### config.mk
export PLATFORM = sky130hd
export DESIGN_NAME = mul_sequencer
export DESIGN_NICKNAME = d
export VERILOG_FILES = /design/src/rtl/mul_sequencer_pkg.sv /design/src/rtl/mul_sequencer_step_timer.sv /design/src/rtl/mul_sequencer.sv
export SDC_FILE = /design/constraint.sdc
export NUM_CORES = 1
export LEC_CHECK = 0
export BUFFER_PORTS_ARGS = -buffer_cell sky130_fd_sc_hd__buf_2
export CELL_PAD_IN_SITES_DETAIL_PLACEMENT = 1
export CELL_PAD_IN_SITES_GLOBAL_PLACEMENT = 2
export CORE_ASPECT_RATIO = 1.4
export CORE_MARGIN = 4
export CORE_UTILIZATION = 33
export CTS_BUF_LIST = sky130_fd_sc_hd__clkbuf_2 sky130_fd_sc_hd__clkbuf_4 sky130_fd_sc_hd__clkbuf_8
export CTS_CLUSTER_SIZE = 25
export DETAILED_ROUTE_END_ITERATION = 7
export PLACE_DENSITY = 0.83
export SLEW_MARGIN = 20
export SYNTH_ARGS = -nofsm -noshare
export SYNTH_HDL_FRONTEND = slang
export SYNTH_SLANG_ARGS = --single-unit
### constraint.sdc
create_clock -name clk -period 1.99 [get_ports clk]
set_input_delay 0.199 -clock clk [delete_from_list [all_inputs] [get_ports clk]]
set_output_delay 0.199 -clock clk [all_outputs]
set_load 0.1 [all_outputs]
### src/rtl/mul_sequencer_pkg.sv
// mul_sequencer_pkg
// Shared definitions for the multiply sequencer and the A/B/C control datapath:
// opcode width, the opcode values the sequencer drives, the sequencer state
// encoding (4-bit binary, ST_IDLE = 0), and a helper that maps a state to its opcode.
// No ports (package).
package mul_sequencer_pkg;

   localparam int OPCODE_W = 12;

   localparam logic [OPCODE_W-1:0] OP_IDLE   = 12'b000000001001;
   localparam logic [OPCODE_W-1:0] OP_LD_X   = 12'b000000001011;
   localparam logic [OPCODE_W-1:0] OP_LD_Y   = 12'b000000001100;
   localparam logic [OPCODE_W-1:0] OP_AND0   = 12'b001000000101;
   localparam logic [OPCODE_W-1:0] OP_SHL_B  = 12'b001000010011;
   localparam logic [OPCODE_W-1:0] OP_SHR_C  = 12'b000000101010;
   localparam logic [OPCODE_W-1:0] OP_NEG_LD = 12'b100001001011;
   localparam logic [OPCODE_W-1:0] OP_NEG    = 12'b001000011000;
   localparam logic [OPCODE_W-1:0] OP_AO_A   = 12'b100000001001;
   localparam logic [OPCODE_W-1:0] OP_BO_B   = 12'b100001001011;
   localparam logic [OPCODE_W-1:0] OP_AND_CO = 12'b001110000101;
   localparam logic [OPCODE_W-1:0] OP_AO_C   = 12'b010000101100;
   localparam logic [OPCODE_W-1:0] OP_ADD    = 12'b000000000000;
   localparam logic [OPCODE_W-1:0] OP_CO_C   = 12'b010010001100;

   typedef enum logic [3:0] {
      ST_IDLE   = 4'd0,
      ST_LD_X   = 4'd1,
      ST_LD_Y   = 4'd2,
      ST_AND0   = 4'd3,
      ST_SHL_B  = 4'd4,
      ST_SHR_C  = 4'd5,
      ST_NEG_LD = 4'd6,
      ST_NEG    = 4'd7,
      ST_AO_A   = 4'd8,
      ST_BO_B   = 4'd9,
      ST_AND_CO = 4'd10,
      ST_AO_C   = 4'd11,
      ST_ADD    = 4'd12,
      ST_CO_C   = 4'd13,
      ST_DONE   = 4'd14
   } state_t;

   // IDLE and DONE both present the idle opcode to the datapath.
   function automatic logic [OPCODE_W-1:0] state_opcode(input state_t st);
      logic [OPCODE_W-1:0] op;
      op = OP_IDLE;
      case (st)
         ST_LD_X:   op = OP_LD_X;
         ST_LD_Y:   op = OP_LD_Y;
         ST_AND0:   op = OP_AND0;
         ST_SHL_B:  op = OP_SHL_B;
         ST_SHR_C:  op = OP_SHR_C;
         ST_NEG_LD: op = OP_NEG_LD;
         ST_NEG:    op = OP_NEG;
         ST_AO_A:   op = OP_AO_A;
         ST_BO_B:   op = OP_BO_B;
         ST_AND_CO: op = OP_AND_CO;
         ST_AO_C:   op = OP_AO_C;
         ST_ADD:    op = OP_ADD;
         ST_CO_C:   op = OP_CO_C;
         default:   op = OP_IDLE;
      endcase
      return op;
   endfunction

endpackage

### src/rtl/mul_sequencer_step_timer.sv
// step_timer
// Counts how long the current sequencer step has been held and flags its final cycle.
// Ports:
//   clk       in  rising-edge clock
//   rst_n     in  asynchronous active-low reset
//   clear     in  restart the count (state is changing, or sequencer is idle)
//   step_last out high on the last cycle of a HOLD-cycle step (hold_cnt == HOLD-1)
module step_timer #(
   parameter int HOLD = 4
) (
   input  logic clk,
   input  logic rst_n,
   input  logic clear,
   output logic step_last
);

   localparam int CW = $clog2(HOLD);

   logic [CW-1:0] hold_cnt;

   assign step_last = (hold_cnt == CW'(HOLD - 1));

   // Hold counter: restarts whenever the owning FSM changes state, so every
   // step starts from zero regardless of how the previous one ended.
   always_ff @(posedge clk or negedge rst_n) begin
      if (!rst_n) begin
         hold_cnt <= '0;
      end else if (clear || step_last) begin
         hold_cnt <= '0;
      end else begin
         hold_cnt <= hold_cnt + 1'b1;
      end
   end

endmodule

### src/rtl/mul_sequencer.sv
// mul_sequencer
// Drives the shift-and-add signed multiply program onto the control datapath's
// opcode bus: load X/Y, then per multiplier bit SHL_B .. CO_C, with a two-step
// negate of B inserted when the final shifted multiplier bit is negative.
// Ports:
//   clk    in   rising-edge clock
//   rst_n  in   asynchronous active-low reset
//   start  in   begin a sequence (only honoured in IDLE)
//   abort  in   synchronous cancel back to IDLE, no done pulse
//   c_msb  in   sign of the shifted multiplier (control Cout[15])
//   opcode out  registered opcode to the datapath
//   busy   out  high from the first LD_X cycle to the last CO_C cycle
//   done   out  one-cycle pulse (the DONE cycle)
//   iter   out  current loop iteration, 0 outside the loop
module mul_sequencer #(
   parameter int NBITS = 5,
   parameter int HOLD  = 4,
   parameter int OPW   = 12
) (
   input  logic           clk,
   input  logic           rst_n,
   input  logic           start,
   input  logic           abort,
   input  logic           c_msb,
   output logic [OPW-1:0] opcode,
   output logic           busy,
   output logic           done,
   output logic [3:0]     iter
);

   import mul_sequencer_pkg::*;

   state_t         state;
   state_t         state_next;
   logic [3:0]     iter_next;
   logic [OPW-1:0] opcode_next;
   logic           busy_next;
   logic           done_next;
   logic           step_last;
   logic           last_iter;
   logic           timer_clear;

   // Iteration limit is an explicit compare, so the counter never relies on wrap.
   assign last_iter   = (iter == 4'(NBITS - 1));
   assign timer_clear = (state_next != state) || (state == ST_IDLE);

   step_timer #(.HOLD(HOLD)) u_step_timer (
      .clk       (clk),
      .rst_n     (rst_n),
      .clear     (timer_clear),
      .step_last (step_last)
   );

   // Next-state, next-iteration and next-output decode. Outputs are computed
   // from the next state so that opcode/busy/done change on the same edge as
   // the state register.
   always_comb begin
      state_next = state;
      iter_next  = iter;
      if (abort) begin
         state_next = ST_IDLE;
         iter_next  = 4'd0;
      end else begin
         case (state)
            ST_IDLE: begin
               if (start) begin
                  state_next = ST_LD_X;
               end
            end
            ST_DONE: state_next = ST_IDLE;
            default: begin
               if (step_last) begin
                  case (state)
                     ST_LD_X:   state_next = ST_LD_Y;
                     ST_LD_Y:   state_next = ST_AND0;
                     ST_AND0:   state_next = ST_SHL_B;
                     ST_SHL_B:  state_next = ST_SHR_C;
                     // Only the final multiplier bit is a sign bit worth correcting.
                     ST_SHR_C:  state_next = (c_msb && last_iter) ? ST_NEG_LD : ST_AO_A;
                     ST_NEG_LD: state_next = ST_NEG;
                     ST_NEG:    state_next = ST_AO_A;
                     ST_AO_A:   state_next = ST_BO_B;
                     ST_BO_B:   state_next = ST_AND_CO;
                     ST_AND_CO: state_next = ST_AO_C;
                     ST_AO_C:   state_next = ST_ADD;
                     ST_ADD:    state_next = ST_CO_C;
                     ST_CO_C: begin
                        if (last_iter) begin
                           state_next = ST_DONE;
                           iter_next  = 4'd0;
                        end else begin
                           state_next = ST_SHL_B;
                           iter_next  = iter + 4'd1;
                        end
                     end
                     default: begin
                        state_next = ST_IDLE;
                        iter_next  = 4'd0;
                     end
                  endcase
               end
            end
         endcase
      end
      opcode_next = OPW'(state_opcode(state_next));
      busy_next   = (state_next != ST_IDLE) && (state_next != ST_DONE);
      done_next   = (state_next == ST_DONE);
   end

   // State and registered outputs; reset forces the idle picture immediately.
   always_ff @(posedge clk or negedge rst_n) begin
      if (!rst_n) begin
         state  <= ST_IDLE;
         iter   <= 4'd0;
         opcode <= OPW'(OP_IDLE);
         busy   <= 1'b0;
         done   <= 1'b0;
      end else begin
         state  <= state_next;
         iter   <= iter_next;
         opcode <= opcode_next;
         busy   <= busy_next;
         done   <= done_next;
      end
   end

endmodule

==> impl_metrics.yaml, run 1 <==
status:
  status: "finished with violations"
  violations: "setup timing"
worst_setup_path:
  r2r-start: "iter[1]"
  crit_arrival_ps: 2200
  reg2reg_slack_ps: -10
  worstReg2RegEnd: "opcode[3]"
  start_kind: "flip-flop"
  cp_max_fo: 5
  path_class: "reg -> reg"
  r2r_cells: 9
  end_kind: "flip-flop"
  critical_path_required_ps: 2180
place:
  post-place-cells: 197
  placed_area_sq_mm: 0.00163
  port_buffers: 22
  place_congestion: 0.748
  hpwl_mm: 2.48
clock_network:
  cts_root_buf: "clkbuf_8"
  clk_latency_ps: 260
  cts_tree: "built"
  clockBufferDepth: 2
  cts.clk_slew.worst_paths_ps: 80
  htreeDepth: 1
  cts_buffers: 3
  cts.sinks: 24
final_layout:
  diodes: 0
  drive_gt1_share_pct: 48.8
  layout_common_cells: "22 x buf_2, 16 x buf_4, 14 x dfrtp_1"
  fin_cells: 209
  final_nets: 179
  area_delta_synth_final_pct: 37.0
  final_common_cell: "buf_2"
  fin_util_pct: 46.7
  fin_area_sq_mm: 0.00183
routing:
  via_per_inst: 5.17
  drc: 0
  dr_total_vias: 1081
  wl_per_cell_microns: 16.0
  drt_pre_antenna_iters: 3
  first_iter_violations: 28
  antenna_left: 0
  wl_mm: 3.34
logic_synthesis:
  postSynth.asyncResetShare_pct: 100
  yosysUniqueCellTypes: 40
  synth_nets: 139
  synth_edf_count: 0
  synth_top_flop_cell: "dfrtp_1"
  avgSynthCellArea_sq_um: 10.5
  synth_seq_cells: 24
  synthesis.area_sq_mm: 0.00134
  synth_warnings: 0
  synth-seq-area-share_pct: 45.1
  synthCells: 127
timing:
  layout_setup_ws_ps: -14.8
  skew_ps: 0.663
  relSlewSlack_pct: 65.1
  setup_viol: 2
  min_period_ps: 2000
  rsz0062_at_grt: "yes"
  fin_setup_tns_ps: -24.1
  worst_slew_pin_slew_ps: 523
  hold_viol: 0
  finalCritPeriodShare_pct: 101
  fmax_mhz: 499
  maxSlewViolCount: 0
global_routing:
  grtUsageTotal_pct: 14.0
  grt_max_degree: 25
  grt_pass1_wl_mm: 5.66
  grtUsageMet3_pct: 1.40
  grt-ovfl-total: 0
  grtUsageMet1_pct: 16.6
  antenna_found_initial: 0
  grtUsageMet2_pct: 25.3
  grt_pass1_vias: 1207
  grt_busiest_layer: "met2"
floorplan:
  core-area_sq_mm: 0.00392
  rows: 27
  dieArea_sq_mm: 0.00515
  ios: 23
  die_h_microns: 83.3
  initial_utilization_pct: 34.1
  die_w_microns: 61.8
hold_path:
  worstHoldPathCells: 2
  whs_endpoint: "iter[3]"
  hold_class: "in -> reg"
  hp-start: "abort"
pwr:
  p_leak_nw: 0.836
  power_w: 0.000947
  worst_ir_drop_vdd_mv: 0.391
  p_per_area_mw_per_mm2: 517
flow_run:
  max-cap-violations: 0
Yosys cell counts, drive strengths merged (2+ instances only):
library cell  number  area share, %
dfstp              2            3.9
and3               2           0.94
or3                3            1.8
ha                 7            6.5
buf                7            3.5
o21ai              7            2.9
nor3b              2            1.1
mux2i              6            4.5
dfrtp             22             41
and3b              2            1.3
nor2b              7            3.3
a22o               3            2.0
nand3              3            1.1
a21oi              7            2.6
nor2              10            2.8
nand2              7            2.0
inv                7            2.0
xor2               2            1.3
nor3               3            1.1
mux2               2            1.7
critical path, stage by stage (launching register included):
cell     delay (ps)
dfrtp_4         500
inv_4            70
ha_4            120
and3b_2         200
o21ai_1          70
a311o_1         320
inv_2           140
ha_4            180
mux2i_2          80
mux2_2          260
per-layer routing:
metal  part of all wire, %  vias up
li1                      -      527
met1                    41      540
met2                    56       12
met3                   2.4        2
met4                  0.57        0
met5                     0        -
worst max path at each step:
stage                               end                      from
3_3_place_gp                  opcode[5]                   iter[0]
5_1_grt                       opcode[3]                   iter[1]
3_5_place_dp                  opcode[9]  u_step_timer.hold_cnt[0]
6_report                      opcode[3]                   iter[1]
2_1_floorplan  u_step_timer.hold_cnt[1]                   iter[0]
4_1_cts                       opcode[3]                   iter[1]
sequential cells by signal, summed over array words and instances (netlist names):
signal                 count
busy                       1
done                       1
iter                       4
opcode                    12
state                      4
u_step_timer.hold_cnt      2
per-stage QoR:
| stage | setup slack (ps) | hold slack, ps |
|---|---|---|
| after floorplan | -211 | -96.6 |
| after global placement | -27.6 | 196 |
| after detailed placement | -167 | 212 |
| after CTS | -59.4 | 261 |
| after global routing | -127 | 276 |
| final | -14.8 | 256 |
what timing repair did:
item                       CTS  global route
gates resized for setup     17             3
setup endpoints to repair   12            15
hold endpoints to repair    22             0
setup buffers                5             2
hold buffers                 1             0
pin swaps                    7             1
kinds of logic (layout without fill, tap and decap cells):
kind of cell               count (synthesis)  after routing  share of synthesized area, %
buffers and inverters                     15             54                          5.71
adders and majority gates                  7              7                          6.55
AOI/OAI and AO/OA                         27             27                          16.6
xor gates and xnor gates                   2              2                          1.31
muxes                                      8              8                          6.17
DFF                                       24             24                          45.1
and+or+nand+nor                           44             44                          18.6
where the power goes:
| part | switching [W] | internal, W | total (W) |
|---|---|---|---|
| Combinational | 0.0000924 | 0.0000433 | 0.000136 |
| Sequential | 0.0000105 | 0.000499 | 0.000510 |
| Clock | 0.000145 | 0.000156 | 0.000301 |
area by class of cell:
type                       count  area (sq um)
multi-input combinational     88           779
clock buffer                   4          48.8
fill                         428          2090
tap                           43          53.8
inverter                       7          28.8
sequential                    24           618
timing repair buffer          43           303
Power figures use the tool's default switching activity.
==> run 2, diff against run 1 <==
CORE_UTILIZATION = 34   (was 33)
PLACE_DENSITY = 0.84   (was 0.83)
SYNTH_HIERARCHICAL = 1   (was default)
==> impl_metrics.yaml, run 2 <==
timing:
  rsz0062_at_grt: "yes"
  min_period_ps: 2090
  finalCritPeriodShare_pct: 105
  skew_ps: 4.91
  layout_setup_ws_ps: -99.0
  setup_viol: 14
  holdWs_ps: 237
  maxSlewViolCount: 0
  fmax_mhz: 479
  relSlewSlack_pct: 62.8
  hold_viol: 0
  worst_slew_pin_slew_ps: 557
global_routing:
  grt-ovfl-total: 0
  grtUsageTotal_pct: 16.4
  grt_pass1_wl_mm: 7.11
  grt_pass1_vias: 1452
  antenna_found_initial: 0
  grt_max_degree: 25
worst_setup_path:
  reg2reg_slack_ps: -100
  r2r_cells: 7
  crit_arrival_ps: 2250
  cp_max_fo: 7
  r2r-start: "iter[0]"
  critical_path_required_ps: 2150
  path_class: "reg -> reg"
  start_kind: "flip-flop"
  worstReg2RegEnd: "opcode[6]"
  end_kind: "flip-flop"
final_layout:
  layout_common_cells: "24 x buf_4, 22 x buf_2, 17 x dfrtp_1"
  final_common_cell: "buf_4"
  final_nets: 195
  largest-register: "opcode"
  top_regs: "opcode x12, iter x4, state x4"
  area_delta_synth_final_pct: 42.0
  seq_area_sq_um: 614
  fin_cells: 225
  diodes: 0
  multiInputGateArea_sq_um: 898
  largest_reg_flops: 12
  nFillCells: 437
  drive_gt1_share_pct: 52.7
floorplan:
  initial_utilization_pct: 35.7
  dieArea_sq_mm: 0.00534
  core-area_sq_mm: 0.00402
  rows: 27
  ios: 23
  die_h_microns: 84.9
  die_w_microns: 62.9
routing:
  wl_per_cell_microns: 19.9
  dr_total_vias: 1267
  drt_pre_antenna_iters: 4
  via_per_inst: 5.63
  antenna_left: 0
  drc: 0
  first_iter_violations: 46
  wl_mm: 4.48
logic_synthesis:
  synth_edf_count: 0
  synth_warnings: 6
  synthTopCellsByArea: "dfrtp_1 38%, ha_1 6.1%, dfstp_2 3.7%"
  synth_top_area_share_pct: 38.3
  synth_most_common_cell: "dfrtp_1"
  synth_commonest_cells: "22 x dfrtp_1, 8 x nor2_1, 7 x ha_1, 7 x nor2b_1"
  yosysUniqueCellTypes: 54
  synthesis.area_sq_mm: 0.00144
  postSynth.asyncResetShare_pct: 100
  synth-simple-area-share_pct: 17.2
  synthCells: 134
  synth-xor-area-share_pct: 2.44
  synth_seq_cells: 24
  avgSynthCellArea_sq_um: 10.7
  synth_top_flop_cell: "dfrtp_1"
  synth-seq-area-share_pct: 42.0
  synth_top_family_by_area: "compound AO/OA/AOI/OAI gates"
  synth_area_leader_cell: "dfrtp_1"
  muxShareOfSynthArea_pct: 4.36
  synthAdderAreaFrac_pct: 6.10
  synth_nets: 146
  synth_compound_area_share_pct: 21.5
clock_network:
  cts.clk_slew.worst_paths_ps: 90
  cts.sinks: 24
  cts_root_buf: "clkbuf_8"
  htreeDepth: 1
  clockBufferDepth: 2
  cts_tree: "built"
  clk_latency_ps: 260
  cts_buffers: 3
hold_path:
  worstHoldPathCells: 2
  hold_class: "in -> reg"
  hp-start: "abort"
  whs_endpoint: "iter[1]"
place:
  hpwl_mm: 2.82
  post-place-cells: 203
  place_congestion: 0.770
  port_buffers: 22
status:
  status: "finished with violations"
  violations: "setup timing"
flow_run:
  max-cap-violations: 0
pwr:
  power_w: 0.00111
  p_per_area_mw_per_mm2: 546
  p_leak_nw: 0.890
  worst_ir_drop_vdd_mv: 0.433
## run 2: cell types whose count changed after synthesis, sizes merged, moves of 3 or more
| cell | before | now |
|---|---|---|
| nand3b | 1 | 4 |
| or3 | 3 | 0 |
| nand2 | 7 | 2 |
| o221a | 0 | 3 |
| o21ai | 7 | 4 |
## run 2: where the power goes
group / internal [W] / switching [W]
Combinational: 0.0000649 / 0.000119
Clock: 0.000269 / 0.000156
Sequential: 0.000499 / 0.00000683
Total: 0.000833 / 0.000281
## run 2: worst max-delay path by stage
stage,start,end,slack (ps),cells after the start
floorplan,iter[0],u_step_timer/hold_cnt[1],-60,9
global placement,iter[0],opcode[6],-4,7
detailed placement,u_step_timer/hold_cnt[0],opcode[4],-50,8
CTS,iter[0],opcode[6],-40,7
global route,iter[0],opcode[0],-180,8
finish,iter[0],opcode[6],-100,7
## run 2: timing repair
action,in CTS,in global routing
pin swaps,0,7
resized for setup,3,21
buffers inserted,9,7
setup endpoints to repair,9,16
cloned,0,1
hold buffers,1,0
endpoints found under the hold margin,22,0
## run 2: layout make-up
cell class / count / share of cell area, %
clock inverter: 1 / 1.47
multi-input combinational: 95 / 44.0
timing repair buffer: 53 / 18.5
tap: 43 / 2.64
clock buffer: 3 / 2.02
sequential: 24 / 30.1
inverter: 6 / 1.23
## run 2: worst max-delay path: stages, from the launching register on
cell,delay (ps)
dfrtp_4,500
inv_4,60
ha_4,110
nand3b_1,190
a31oi_1,270
o221a_4,320
and2b_2,280
a22o_1,230
## run 2: stage by stage
step	util [%]	setup WS, ps	TNS, ps	cell area, sq um
2_1_floorplan	-	-61.1	-260	1500
3_3_place_gp	42.5	-4.39	-10.6	1710
3_5_place_dp	42.5	-47.5	-260	1710
4_1_cts	46.5	-43.5	-166	1870
5_1_grt	50.7	-179	-1980	2040
6_report	50.7	-99.0	-795	2040
## run 2: kinds of logic after synthesis
kind of cell             after synthesis
AND/OR/NAND/NOR                       41
AO/OA/AOI/OAI                         36
flip-flops                            24
buffers and inverters                 16
adder cells (fa/ha/maj)                7
multiplexers                           6
XOR/XNOR                               4
## run 2: layer usage
layer	track usage (%)	up-vias	wire length [microns]
met5	0	-	0
met1	18.9	660	1880
met4	5.62	0	55
met2	30.5	21	2460
li1	-	580	-
met3	2.38	6	90
==> run 3, diff against run 2 <==
RECOVER_POWER = 50   (was default)
==> impl_metrics.yaml, run 3 (synthesis gave the netlist of run 2 again) <==
floorplan:
  die_h_microns: 84.9
  die_w_microns: 62.9
  rows: 27
  dieArea_sq_mm: 0.00534
  core-area_sq_mm: 0.00402
  initial_utilization_pct: 35.7
  ios: 23
clock_network:
  cts.sinks: 24
  htreeDepth: 1
  cts_buffers: 3
  cts.clk_slew.worst_paths_ps: 90
  cts_root_buf: "clkbuf_8"
  clk_latency_ps: 260
  clockBufferDepth: 2
  cts_tree: "built"
worst_setup_path:
  max_stage_delay_ps: 500
  end_kind: "flip-flop"
  critical_path_required_ps: 2150
  reg2reg_slack_ps: -100
  start_kind: "flip-flop"
  path_buf_inv: 1
  cp_slowest_cell: "dfrtp_4"
  crit_family: "compound AO/OA/AOI/OAI gates"
  crit_arrival_ps: 2250
  worstPathCellList: "inv_4, ha_4, nand3b_1, a31oi_1, o221a_4, and2b_2, a22o_1"
  path_class: "reg -> reg"
  cp_max_fo: 7
timing:
  finalCritPeriodShare_pct: 105
  fin_setup_tns_ps: -825
  skew_ps: 4.44
  rsz0062_at_grt: "yes"
  hold_viol: 0
  layout_setup_ws_ps: -105
  min_period_ps: 2090
  worst_slew_pin_slew_ps: 1340
  fmax_mhz: 477
  setup_viol: 15
  maxSlewViolCount: 0
  relSlewSlack_pct: 10.8
global_routing:
  grtUsageTotal_pct: 16.4
  antenna_found_initial: 0
  grt_busiest_layer: "met2"
  grt_pass1_wl_mm: 7.11
  grtUsageMet3_pct: 2.38
  grt_max_degree: 25
  grtUsageMet2_pct: 30.5
  grt_pass1_vias: 1452
  grt-ovfl-total: 0
  grtUsageMet1_pct: 18.9
routing:
  first_iter_violations: 47
  antenna_left: 0
  via_per_inst: 5.64
  wl_mm: 4.48
  wl_per_cell_microns: 19.9
  drc: 0
  dr_total_vias: 1269
  drt_pre_antenna_iters: 6
place:
  place_congestion: 0.770
  post-place-cells: 203
  dp_slack_ps: -47.5
  placed_area_sq_mm: 0.00171
  port_buffers: 22
  hpwl_mm: 2.82
final_layout:
  area_delta_synth_final_pct: 41.8
  diodes: 0
  fin_cells: 225
  final_common_cell: "buf_4"
  fin_area_sq_mm: 0.00204
  nFillCells: 439
  drive_gt1_share_pct: 51.6
  largest_reg_flops: 12
  largest-register: "opcode"
  top_regs: "opcode x12, iter x4, state x4"
  final_nets: 195
  layout_common_cells: "24 x buf_4, 20 x buf_2, 17 x dfrtp_1"
pwr:
  worst_ir_drop_vdd_mv: 0.433
  p_leak_nw: 0.883
  p_per_area_mw_per_mm2: 547
status:
  violations: "setup timing"
  status: "finished with violations"
flow_run:
  max-cap-violations: 0
hold_path:
  hold_class: "in -> reg"
run 3: power breakdown:
| group | switching, W | internal, W |
|---|---|---|
| registers | 0.00000683 | 0.000499 |
| clock network | 0.000157 | 0.000269 |
| logic | 0.000118 | 0.0000646 |
| total | 0.000282 | 0.000833 |
run 3: layout make-up:
cell class	count	area [sq um]	share of cell area, %
inverter	6	25.0	1.23
sequential	24	614	30.2
multi-input combinational	95	898	44.1
tap	43	53.8	2.64
clock buffer	3	41.3	2.03
timing repair buffer	53	374	18.4
clock inverter	1	30.0	1.47
run 3: worst paths after layout:
path                                          start                       end  depth (start not counted)
min reg2reg                u_step_timer/hold_cnt[0]  u_step_timer/hold_cnt[0]                          1
min                                           abort                   iter[1]                          2
max reg2reg                                 iter[0]                 opcode[6]                          7
max in group asynchronous                     rst_n                   iter[0]                          2
min in group asynchronous                     rst_n                opcode[10]                          2
max                                         iter[0]                 opcode[6]                          7
run 3: per-layer routing:
layer,up-vias,wire (microns)
met2,25,2460
li1,580,-
met3,6,99
met1,658,1870
met5,-,0
met4,0,55
run 3: metrics by stage:
stage               hold slack, ps  power [W]  utilization [%]
floorplan                    -96.6   0.000629                -
global placement               199   0.000667             42.5
detailed placement             214   0.000674             42.5
CTS                            215    0.00111             46.5
global route                   249    0.00116             50.7
finish                         237    0.00111             50.7
run 3: worst reg2reg max path, cell delays in order, from the launching register on:
cell,delay [ps]
dfrtp_4,500
inv_4,60
ha_4,110
nand3b_1,190
a31oi_1,280
o221a_4,320
and2b_2,280
a22o_1,240
run 3: what timing repair did:
item                                   CTS  global route
pin swaps                                0             7
cloned                                   0             1
hold buffers                             1             0
buffers inserted                         9             7
resized for setup                        3            21
endpoints found under the hold margin   22             0
setup endpoints to repair                9            16
